[src/rtl/rl_lj_pair_scheduler.sv]
// rl_lj_pair_scheduler
// Walks every unordered particle pair (i, j), i < j, for one LJ force tile.
// Each row i reads the reference position once and then streams neighbors
// j = i+1 .. N-1 from a single-port position memory. Each pair is tagged with
// its (i, j) ids, and the tag is delayed to line up with the tile's result.
//
// Handshake semantics (tile side):
//   pipe_iready gates whether a neighbor read is launched in STREAM.
//   pipe_ivalid is high for exactly one cycle per launched neighbor read.
//   This is the cycle after the read, when pipe_neighbor carries the read
//   data. Once a read is launched its pipe_ivalid cycle is committed, because
//   the tile never stalls. pipe_ovalid returns PIPE_LATENCY cycles later.
//   result_* carries that pair's tag in the same cycle.
module rl_lj_pair_scheduler #(
  parameter int DATA_WIDTH        = 32,
  parameter int ID_WIDTH          = 7,
  parameter int PIPE_LATENCY      = 24,
  parameter int OUTSTANDING_WIDTH = 6
) (
  input  logic                    clock,
  input  logic                    resetn,
  input  logic                    start,
  input  logic [ID_WIDTH-1:0]     particle_num,
  output logic                    busy,
  output logic                    done,
  output logic                    err,
  output logic                    rd_en,
  output logic [ID_WIDTH-1:0]     rd_addr,
  input  logic [4*DATA_WIDTH-1:0] rd_data,
  output logic [4*DATA_WIDTH-1:0] pipe_reference,
  output logic [4*DATA_WIDTH-1:0] pipe_neighbor,
  output logic                    pipe_ivalid,
  input  logic                    pipe_iready,
  input  logic                    pipe_ovalid,
  output logic                    result_valid,
  output logic [ID_WIDTH-1:0]     result_ref_id,
  output logic [ID_WIDTH-1:0]     result_nb_id,
  output logic [2:0]              dbg_state
);

  typedef enum logic [2:0] {
    S_IDLE      = 3'd0,
    S_REF_RD    = 3'd1,
    S_REF_LATCH = 3'd2,
    S_STREAM    = 3'd3,
    S_DRAIN     = 3'd4,
    S_DONE      = 3'd5
  } state_t;

  localparam logic [ID_WIDTH-1:0]          ID_ONE  = ID_WIDTH'(1);
  localparam logic [ID_WIDTH-1:0]          ID_TWO  = ID_WIDTH'(2);
  localparam logic [OUTSTANDING_WIDTH-1:0] CNT_ONE = OUTSTANDING_WIDTH'(1);

  state_t                     state_q, state_d;
  logic [ID_WIDTH-1:0]        n_q, n_d;
  logic [ID_WIDTH-1:0]        i_q, i_d;
  logic [ID_WIDTH-1:0]        j_q, j_d;
  logic [4*DATA_WIDTH-1:0]    ref_q, ref_d;

  logic                       stream_rd;
  logic                       start_acc;

  logic                       iv_q;
  logic [ID_WIDTH-1:0]        iv_i_q;
  logic [ID_WIDTH-1:0]        iv_j_q;

  logic [OUTSTANDING_WIDTH-1:0] cnt_q, cnt_d;
  logic                         err_q;
  logic                         err_set;

  logic [2*ID_WIDTH-1:0]      tag_q [PIPE_LATENCY];

  // Next-state and read-port control for the pair walk
  always_comb begin
    state_d   = state_q;
    n_d       = n_q;
    i_d       = i_q;
    j_d       = j_q;
    ref_d     = ref_q;
    rd_en     = 1'b0;
    rd_addr   = '0;
    stream_rd = 1'b0;
    start_acc = 1'b0;
    case (state_q)
      S_IDLE: begin
        if (start) begin
          start_acc = 1'b1;
          n_d       = particle_num;
          i_d       = '0;
          j_d       = '0;
          // Fewer than two particles means no pairs; complete right away
          state_d   = (particle_num >= ID_TWO) ? S_REF_RD : S_DONE;
        end
      end
      S_REF_RD: begin
        rd_en   = 1'b1;
        rd_addr = i_q;
        state_d = S_REF_LATCH;
      end
      S_REF_LATCH: begin
        ref_d   = rd_data;
        j_d     = i_q + ID_ONE;
        state_d = S_STREAM;
      end
      S_STREAM: begin
        if (pipe_iready) begin
          rd_en     = 1'b1;
          rd_addr   = j_q;
          stream_rd = 1'b1;
          if (j_q == n_q - ID_ONE) begin
            if (i_q == n_q - ID_TWO) begin
              state_d = S_DRAIN;
            end else begin
              i_d     = i_q + ID_ONE;
              state_d = S_REF_RD;
            end
          end else begin
            j_d = j_q + ID_ONE;
          end
        end
      end
      S_DRAIN: begin
        // The final neighbor's issue cycle lands in DRAIN. Until it is counted,
        // the counter can read zero even though a pair is still due.
        if ((cnt_q == '0) && !iv_q) begin
          state_d = S_DONE;
        end
      end
      S_DONE: begin
        state_d = S_IDLE;
      end
      default: begin
        state_d = S_IDLE;
      end
    endcase
  end

  // FSM state, row/column indices and the latched reference position
  always_ff @(posedge clock or negedge resetn) begin
    if (!resetn) begin
      state_q <= S_IDLE;
      n_q     <= '0;
      i_q     <= '0;
      j_q     <= '0;
      ref_q   <= '0;
    end else begin
      state_q <= state_d;
      n_q     <= n_d;
      i_q     <= i_d;
      j_q     <= j_d;
      ref_q   <= ref_d;
    end
  end

  // Issue register: a neighbor read becomes a tile input one cycle later
  always_ff @(posedge clock or negedge resetn) begin
    if (!resetn) begin
      iv_q   <= 1'b0;
      iv_i_q <= '0;
      iv_j_q <= '0;
    end else begin
      iv_q <= stream_rd;
      if (stream_rd) begin
        iv_i_q <= i_q;
        iv_j_q <= j_q;
      end
    end
  end

  // A result with nothing in flight is a protocol error
  assign err_set = pipe_ovalid && (cnt_q == '0);

  // In-flight pair count; the decrement saturates at zero
  always_comb begin
    cnt_d = cnt_q;
    case ({iv_q, pipe_ovalid})
      2'b10:   cnt_d = cnt_q + CNT_ONE;
      2'b01:   cnt_d = (cnt_q == '0) ? cnt_q : cnt_q - CNT_ONE;
      default: cnt_d = cnt_q;
    endcase
  end

  // Outstanding counter and sticky error flag
  always_ff @(posedge clock or negedge resetn) begin
    if (!resetn) begin
      cnt_q <= '0;
      err_q <= 1'b0;
    end else begin
      cnt_q <= cnt_d;
      if (err_set) begin
        err_q <= 1'b1;
      end else if (start_acc) begin
        err_q <= 1'b0;
      end
    end
  end

  // Tag delay line matching the tile latency; idle slots carry zero
  always_ff @(posedge clock or negedge resetn) begin
    if (!resetn) begin
      for (int k = 0; k < PIPE_LATENCY; k++) begin
        tag_q[k] <= '0;
      end
    end else begin
      tag_q[0] <= iv_q ? {iv_i_q, iv_j_q} : '0;
      for (int k = 1; k < PIPE_LATENCY; k++) begin
        tag_q[k] <= tag_q[k-1];
      end
    end
  end

  assign busy           = (state_q != S_IDLE);
  assign done           = (state_q == S_DONE);
  assign err            = err_q;
  assign pipe_reference = ref_q;
  assign pipe_neighbor  = rd_data;
  assign pipe_ivalid    = iv_q;
  assign result_valid   = pipe_ovalid;
  assign result_ref_id  = tag_q[PIPE_LATENCY-1][2*ID_WIDTH-1:ID_WIDTH];
  assign result_nb_id   = tag_q[PIPE_LATENCY-1][ID_WIDTH-1:0];
  assign dbg_state      = state_q;

endmodule

[config.mk]
export PLATFORM = sky130hd
export DESIGN_NAME = rl_lj_pair_scheduler
export DESIGN_NICKNAME = d
export VERILOG_FILES = /design/src/rtl/rl_lj_pair_scheduler.sv
export SDC_FILE = /design/constraint.sdc
export NUM_CORES = 1
export LEC_CHECK = 0
export ABC_CLOCK_PERIOD_IN_PS = 6500
export CAP_MARGIN = 0
export CORE_UTILIZATION = 53
export CTS_BUF_LIST = sky130_fd_sc_hd__clkbuf_4 sky130_fd_sc_hd__clkbuf_8 sky130_fd_sc_hd__clkbuf_16
export DETAILED_ROUTE_END_ITERATION = 7
export PLACE_DENSITY = 0.85
export SLEW_MARGIN = 20
export SYNTH_ARGS = -nofsm -noshare
export SYNTH_HDL_FRONTEND = slang
export SYNTH_SLANG_ARGS = --single-unit
[constraint.sdc]
create_clock -name clock -period 6.5 [get_ports clock]
set_input_delay 0.65 -clock clock [delete_from_list [all_inputs] [get_ports clock]]
set_output_delay 0.65 -clock clock [all_outputs]
set_load 0.005 [all_outputs]
* After elaboration in Yosys (flattened, before gate mapping)
Index checks and enable logic that the tools add are counted.
Storage, ports and cells: bits in latches 0, register bits 510, memories 0, bits in writable memories 0, logic and storage cells 99, bits of input ports 140, memory bits (read-only) 0, output and inout bits 286
Operators by class: multiplexer cells 27, reduce and logical (&&, ||, !) cells 15, shift operators 0, $lt $le $gt $ge 1, div/mod/pow operators 0, bitwise gates (word level) 0, $add $sub $neg 6, eq/ne operators 16, multiply operators 0
Operators by type and width (count):
- two-way mux 7 bit | 7
- one-hot mux 7 bit (2 select lines) | 2
- one-hot mux 7 bit (3 select lines) | 1
- two-way mux 3 bit | 6
- one-hot mux 3 bit (5 select lines) | 1
- adder 7 x 1 -> 7 bit (second input constant) | 2
- equality test 7 bit | 2
- two-way mux 14 bit | 1
- != test 2 bit (second input constant) | 7
- one-hot mux 6 bit (2 select lines) | 1
- AND reduction 4 bit | 2
- greater-or-equal comparator 7 x 2 -> 1 bit (second input constant) | 1
- subtractor 7 x 1 -> 7 bit (second input constant) | 1
- subtractor 7 x 2 -> 7 bit (second input constant) | 1
- adder 6 x 1 -> 6 bit (second input constant) | 1
- equality test 3 x 2 -> 1 bit (second input constant) | 2
- equality test 3 bit (second input constant) | 2
- zero test 6 bit | 1
- two-way mux 1 bit | 6
- two-way mux 6 bit | 1
- nonzero test 2 bit | 3
- nonzero test 3 bit | 2
- subtractor 6 x 1 -> 6 bit (second input constant) | 1
- AND reduction 5 bit | 1
- 8 further kinds | 10

* Longest topological paths before layout
Gate-level depths: netlist of the first run.
depth after elaboration 6, depth in mapped cells 9

* Least setup slack after synthesis of the first run
OpenSTA, ideal clock, no wires.
path kind reg-to-reg, start register n_q[0], end register j_q[0], data arrival time 2227 ps, slack 4145 ps, buffers on the path 1, stages on the path, launching flop included 10, library setup time 128 ps, cell sequence dfrtp_1 > inv_1 > ha_1 > nor2b_1 > o311a_1 > a2111oi_4 > a21oi_2 > nor2b_2 > buf_4 > mux2_1
Between the ends: word-level cells in the longest chain between the ends 4
RTL lines:
- from (decl) | RTL line 55 | logic [ID_WIDTH-1:0] n_q, n_d;
- from (signal assigned) | RTL line 148 | n_q <= n_d;
- subtractor 7 x 1 -> 7 bit | RTL line 110 | if (j_q == n_q - ID_ONE) begin
- equality test 7 bit | RTL line 110
- != test 2 bit (no line)
- AND reduction 4 bit (no line)
- to (signal assigned) | RTL line 150 | j_q <= j_d;
- to (decl) | RTL line 57 | logic [ID_WIDTH-1:0] j_q, j_d;
Every way passes these cells. A chain may end at the register's enable or synchronous reset.

* Worst setup path after layout of the first run
start register state_q[1] (netlist: dbg_state[1]), end output port rd_addr[1]
Between the ends: word-level cells in the longest chain between the ends 2, elaborated cells on any way between the ends 3, classes of those cells eq/ne: 2; mux: 1
RTL lines:
- from (decl) | RTL line 54 | state_t state_q, state_d;
- from (signal assigned) | RTL line 147 | state_q <= state_d;
- equality test 3 x 2 -> 1 bit / equality test 3 x 1 -> 1 bit (equally long branches) | RTL line 84 | case (state_q)
- one-hot mux 7 bit (2 select lines) * | RTL line 84
- to (decl) | RTL line 28 | output logic [ID_WIDTH-1:0] rd_addr,
Mark *: on every way between the ends. The rest lies on a longest branch, timed or not.

==> impl_metrics.ini, run 1 <==
[yosys]
synth_fa_ha_area_frac = 0.00772
synth-xor-area-share = 0.0111
synth_area_um2 = 17200
yosys-mux-area-fraction = 0.00648
synth-simple-area-share = 0.128
synth_top_family_by_area = simple AND/OR/NAND/NOR gates
synthesis.instances = 1355
synth_seq_cells = 510
synth_compound_area_frac = 0.0272
synthFlopType = dfrtp_1
async_flop_share = 1.00
synth-warning-count = 0
ys_seq_area_frac = 0.743
avgSynthCellArea_um2 = 12.7
synth-edff-count = 0
syn_nets = 1505
synth.lib_cells_used.distinct = 57

[finish]
final_common_cell = dfrtp_1
final_net_count = 1798
fin_area_um2 = 22600
fillers = 1968
fin_util = 0.711
syn_to_final_growth_pct = 31.2
layout_common_cells = dfrtp_1, nand2_1, clkdlybuf4s50_1
multi_input_area_um2 = 3120
regArea_um2 = 12800
drive_gt1_frac = 0.0712

[place]
hpwl_um = 30200
port_buffers = 425
place_area_um2 = 20800
gp_congestion = 0.857

[outcome]
status = finished, final reports clean

[clock_tree]
clk_path_buf_depth = 3
cts_hold_buffers = 0
clock-root-buffer = clkbuf_16
clk_transition_reported_paths_ns = 0.06
clock_latency_ns = 0.55
post-cts-setup-buffer-count = 0
cts_tree = yes
numCtsBuffers = 49
ctsResizeCount = 0
cts.sinks = 510
h-tree-depth = 2

[setup_path]
worstSetupPathType = flop to output pin
arrival_ns = 3.34
cp-endpoint = rd_addr[1]
start_kind = flop
r2r_end = i_q[2]
timing.rr.start = dbg_state[1]
r2r_slack_ns = 3.64
cp_data_required_time_ns = 5.85
startpoint = dbg_state[1]
rr_worst_depth = 6
path_max_fanout = 20
cp-end-kind = output pin

[floorplan]
die_area_um2 = 33200
ios = 426
rows = 65
die_height_um = 182
core_um2 = 31700
die_x_um = 182
start_util = 0.542

[power_and_ir_drop]
power_frac_seq = 0.464
internal-power_w = 0.00725
power_switching_share = 0.277
vdd.ir_drop.worst_mv = 0.262
power.leakage_nw = 11.1
combPwrFrac = 0.233
clkPwrFrac = 0.303
p_sw_w = 0.00277
p_per_area_nw_per_um2 = 444
p_total_w = 0.0100

[timing]
hold_violations = 0
worst_pin_slew_ns = 0.980
fin_hold_ws_ns = 0.139
finalMaxSlewViolations = 0
finClkSkew_ns = 0.0110
fin_crit_sh = 0.615
setup_viol = 0
max_freq_mhz = 250
slew_headroom = 0.347
fin_crit_ns = 3.99
fin_tns_setup_ns = 0
rsz0062_at_grt = no

[routing]
totalWireLength_um = 44100
wl_per_cell_um = 21.0
drc = 0
num_vias = 10700
postRouteAntennaNets = 0
first_iter_violations = 633
avgViaCountPerCell = 5.08
dr.pass1.iters = 5

[global_route]
antenna_found_initial = 21
grt_overflow_total = 0
grt.total_usage = 0.268
grt_pass1_wl_um = 65800
grt_pass1_vias = 11000
grt_max_degree = 181

[worst_hold_path]
worstHoldPathType = input port to asynchronous set/reset pin

[flow_run]
maxCapViolations = 0
-- power groups by stage --
stage / Combinational, W / Clock, W / Sequential (W)
CTS: 0.00234 / 0.00310 / 0.00467
floorplan: 0.000974 / 0 / 0.00454
global route: 0.00254 / 0.00322 / 0.00474
global placement: 0.00223 / 0 / 0.00459
detailed placement: 0.00231 / 0 / 0.00468
finish: 0.00234 / 0.00303 / 0.00465
-- registers in the layout, indices dropped and copies added, names as in the netlist, 3 cells and up --
register,cells
result_ref_id,7
dbg_state,3
iv_i_q,7
pipe_reference,128
result_nb_id,7
j_q,7
n_q,7
cnt_q,6
i_q,7
tag_q,322
iv_j_q,7
-- layer usage --
layer	share of wire	track usage	up-vias
met5	0.0025	0	-
met4	0.042	0.124	18
met3	0.095	0.0900	111
met2	0.50	0.447	479
met1	0.36	0.315	5348
li1	-	-	4703
-- final cells by class --
type | count | area share
Sequential cell | 510 | 0.566
Inverter | 14 | 0.00233
Clock buffer | 72 | 0.0662
Antenna cell | 11 | 0.00122
Tap cell | 402 | 0.0223
Clock inverter | 17 | 0.0121
Timing Repair Buffer | 430 | 0.192
Multi-Input combinational cell | 643 | 0.138
-- kinds of logic (layout without fill, tap and decap cells) --
kind of cell / after synthesis / in the layout
and+or+nand+nor: 540 / 540
DFF: 510 / 510
buffers and inverters: 202 / 533
AOI/OAI and AO/OA: 62 / 62
xor gates and xnor gates: 21 / 21
adders and majority gates: 10 / 10
muxes: 10 / 10
other: 0 / 11
-- per-stage QoR --
stage,worst slack (ns),cells
3_3_place_gp,3.12,1999
3_5_place_dp,3.03,1999
6_report,2.51,2099
5_1_grt,2.29,2094
4_1_cts,2.53,2088
2_1_floorplan,4.15,1355
-- critical path, stage by stage, from the launching register on --
cell	delay, ns
dfrtp_1	0.59
and3_1	0.41
nand2_1	0.47
inv_1	0.56
nand2_1	0.16
nand2_1	0.10
clkdlybuf4s50_1	0.50
-- how the worst min path moves through the flow --
stage | from | to | slack (ns) | depth (start not counted)
2_1_floorplan | tag_q[14] | result_nb_id[0] | 0.33 | 0
3_3_place_gp | tag_q[330] | tag_q[316] | 0.33 | 0
3_5_place_dp | tag_q[15] | result_nb_id[1] | 0.33 | 0
4_1_cts | resetn | iv_j_q[6] | 0.16 | 1
5_1_grt | resetn | iv_j_q[6] | 0.19 | 1
6_report | resetn | iv_j_q[6] | 0.14 | 1
-- synth_stat cells, types with 2 or more instances --
| cell | n | area (um2) |
|---|---|---|
| ha_1 | 9 | 113 |
| or4_1 | 2 | 15.0 |
| a21oi_1 | 17 | 85.1 |
| nand3_1 | 10 | 50.1 |
| nand2b_1 | 8 | 50.1 |
| clkbuf_1 | 36 | 135 |
| nor2b_1 | 5 | 31.3 |
| and2_1 | 16 | 100 |
| xor2_1 | 8 | 70.1 |
| nand2_1 | 459 | 1720 |
| or2_2 | 3 | 18.8 |
| inv_1 | 14 | 52.6 |
| xnor2_1 | 12 | 105 |
| dfrtp_1 | 510 | 12800 |
| a311oi_1 | 2 | 17.5 |
| mux2_2 | 7 | 78.8 |
| o211ai_1 | 2 | 15.0 |
| o22ai_1 | 2 | 12.5 |
| buf_2 | 5 | 25.0 |
| o221ai_1 | 4 | 35.0 |
| nor3_1 | 8 | 40.0 |
| nor2_1 | 13 | 48.8 |
| and3_1 | 7 | 43.8 |
| o32a_1 | 2 | 20.0 |
| o21ai_0 | 12 | 60.1 |
| mux2_1 | 2 | 22.5 |
| buf_4 | 145 | 1090 |
| a21o_1 | 6 | 45.0 |
Power figures use the tool's default switching activity.
==> inputs of run 2 (changes only) <==
- ABC_CLOCK_PERIOD_IN_PS: 6500 -> 3900
- CORE_UTILIZATION: 53 -> 49
- PLACE_DENSITY: 0.85 -> 0.8
- clock period: 6.5 -> 3.9 ns (I/O delays scaled with it)
==> run 2 against run 1 <==
- design area rose by 0.21%
- via count fell by 0.55%
- combinational power increased by 67%
- power is 63% higher
- clock power is 57% higher
- count of clock-buffer cells in the layout fell by 3
- global-route usage down 3.3 points
- first-iteration DRC count grew 4.3%
- setup slack got worse by 1.9 ns
- critical path depth unchanged
- cell count is 2.4% higher
- register-to-register slack got worse by 2.5 ns
- largest power group unchanged
==> impl_metrics.ini, run 2 (synthesis gave the netlist of run 1 again) <==
[global_route]
antenna_found_initial = 11
grt_overflow_total = 0
grt_pass1_vias = 10900
grt.total_usage = 0.235
grt_max_degree = 122
grt_pass1_wl_um = 63500

[setup_path]
r2r_end = j_q[1]
path_cells = and3_1 > nand2_1 > inv_1 > nand2_1 > nand2_1 > clkdlybuf4s50_1
cpPeakStageDelay_ns = 0.60
crit_slowest_cell = dfrtp_1
cp-endpoint = rd_addr[1]
cp_data_required_time_ns = 3.51
rr_worst_depth = 8
cp-end-kind = output pin
start_kind = flop
arrival_ns = 2.86
path_max_fanout = 15
startpoint = dbg_state[1]
cp_common_cell = nand2_1
r2r_slack_ns = 1.16
worstSetupPathType = flop to output pin
timing.rr.start = n_q[0]

[floorplan]
core_um2 = 34500
rows = 68
start_util = 0.498
die_x_um = 189
die_area_um2 = 35800
ios = 426
die_height_um = 189

[finish]
layout_common_cells = dfrtp_1, nand2_1, clkdlybuf4s50_1
largest_register_ffs = 322
syn_to_final_growth_pct = 31.5
regMostFlops = tag_q
drive_gt1_frac = 0.0733
final_net_count = 1804
multi_input_area_um2 = 3120
regArea_um2 = 12800
final_common_cell = dfrtp_1
fillers = 2426
fin_area_um2 = 22600

[timing]
hold_violations = 0
setup_viol = 0
slew_headroom = 0.379
fin_crit_sh = 0.834
fin_crit_ns = 3.25
max_freq_mhz = 308
finalMaxSlewViolations = 0
rsz0062_at_grt = no
fin_tns_setup_ns = 0
finClkSkew_ns = 0.0165
worst_pin_slew_ns = 0.931

[power_and_ir_drop]
vdd.ir_drop.worst_mv = 0.480
p_per_area_nw_per_um2 = 724
power.leakage_nw = 11.1

[routing]
postRouteAntennaNets = 0
totalWireLength_um = 42100
avgViaCountPerCell = 4.93
drc = 0
num_vias = 10600
wl_per_cell_um = 19.6
dr.pass1.iters = 8
first_iter_violations = 660

[worst_hold_path]
worstHoldPathType = flop to flop

[place]
hpwl_um = 28700
place_area_um2 = 20900
gp_congestion = 0.923
port_buffers = 425

[clock_tree]
cts.sinks = 510
h-tree-depth = 2
clk_transition_reported_paths_ns = 0.07
numCtsBuffers = 47
cts_tree = yes
clock_latency_ns = 0.56
clk_path_buf_depth = 3
ctsResizeCount = 0
post-cts-setup-buffer-count = 0
cts_hold_buffers = 1
clock-root-buffer = clkbuf_16

[outcome]
status = finished, final reports clean

[flow_run]
maxCapViolations = 0
==> run 2: changes by cell type in the layout (fill, tap and decap cells not counted), sizes merged <==
cell         delta
diode           -8
buf             +7
clkinv          +6
bufinv          -3
clkbuf          -3
inv             -2
clkinvlp        -1
dlygate4sd3     +1
==> run 2: where the power goes <==
group	internal [W]	switching, W
Clock	0.00280	0.00195
Combinational	0.00216	0.00175
Sequential	0.00688	0.000829
==> run 2: worst min path at each step <==
stage	start	end	slack, ns	cells past startpoint
2_1_floorplan	resetn	cnt_q[0]	0.09	0
3_3_place_gp	tag_q[32]	tag_q[18]	0.33	0
3_5_place_dp	tag_q[21]	result_ref_id[0]	0.33	0
4_1_cts	tag_q[197]	tag_q[183]	0.34	0
5_1_grt	tag_q[218]	tag_q[204]	0.35	0
6_report	tag_q[218]	tag_q[204]	0.34	0
==> run 2: worst max-delay path: cells and delay by family (launching register included) <==
kind	cells	cell delay, ns
buffers and inverters	2	0.88
and+or+nand+nor	4	0.82
DFF	1	0.60
==> run 2: stage by stage <==
stage | total power [W] | hold WS (ns) | instances | util | setup WS (ns)
after floorplan | 0.00919 | 0.0944 | 1355 | - | 1.55
after global placement | 0.0114 | 0.331 | 2059 | 0.606 | 1.33
after detailed placement | 0.0116 | 0.335 | 2059 | 0.606 | 1.25
after CTS | 0.0165 | 0.342 | 2146 | 0.654 | 0.652
after global routing | 0.0172 | 0.347 | 2148 | 0.654 | 0.452
final | 0.0164 | 0.342 | 2149 | 0.654 | 0.648
==> run 2: cell type report <==
cell class	count	area share
Clock buffer	69	0.0643
Antenna cell	3	0.000332
Clock inverter	17	0.00897
Timing Repair Buffer	438	0.196
Sequential cell	510	0.565
Inverter	14	0.00233
Tap cell	455	0.0252
Multi-Input combinational cell	643	0.138
==> run 2: layer usage <==
layer,global-route usage,wire length [um],part of all wire
met1,0.287,16000,0.38
met5,0,44,0.0010
met4,0.0729,1200,0.029
met3,0.0582,3290,0.078
met2,0.409,21600,0.51
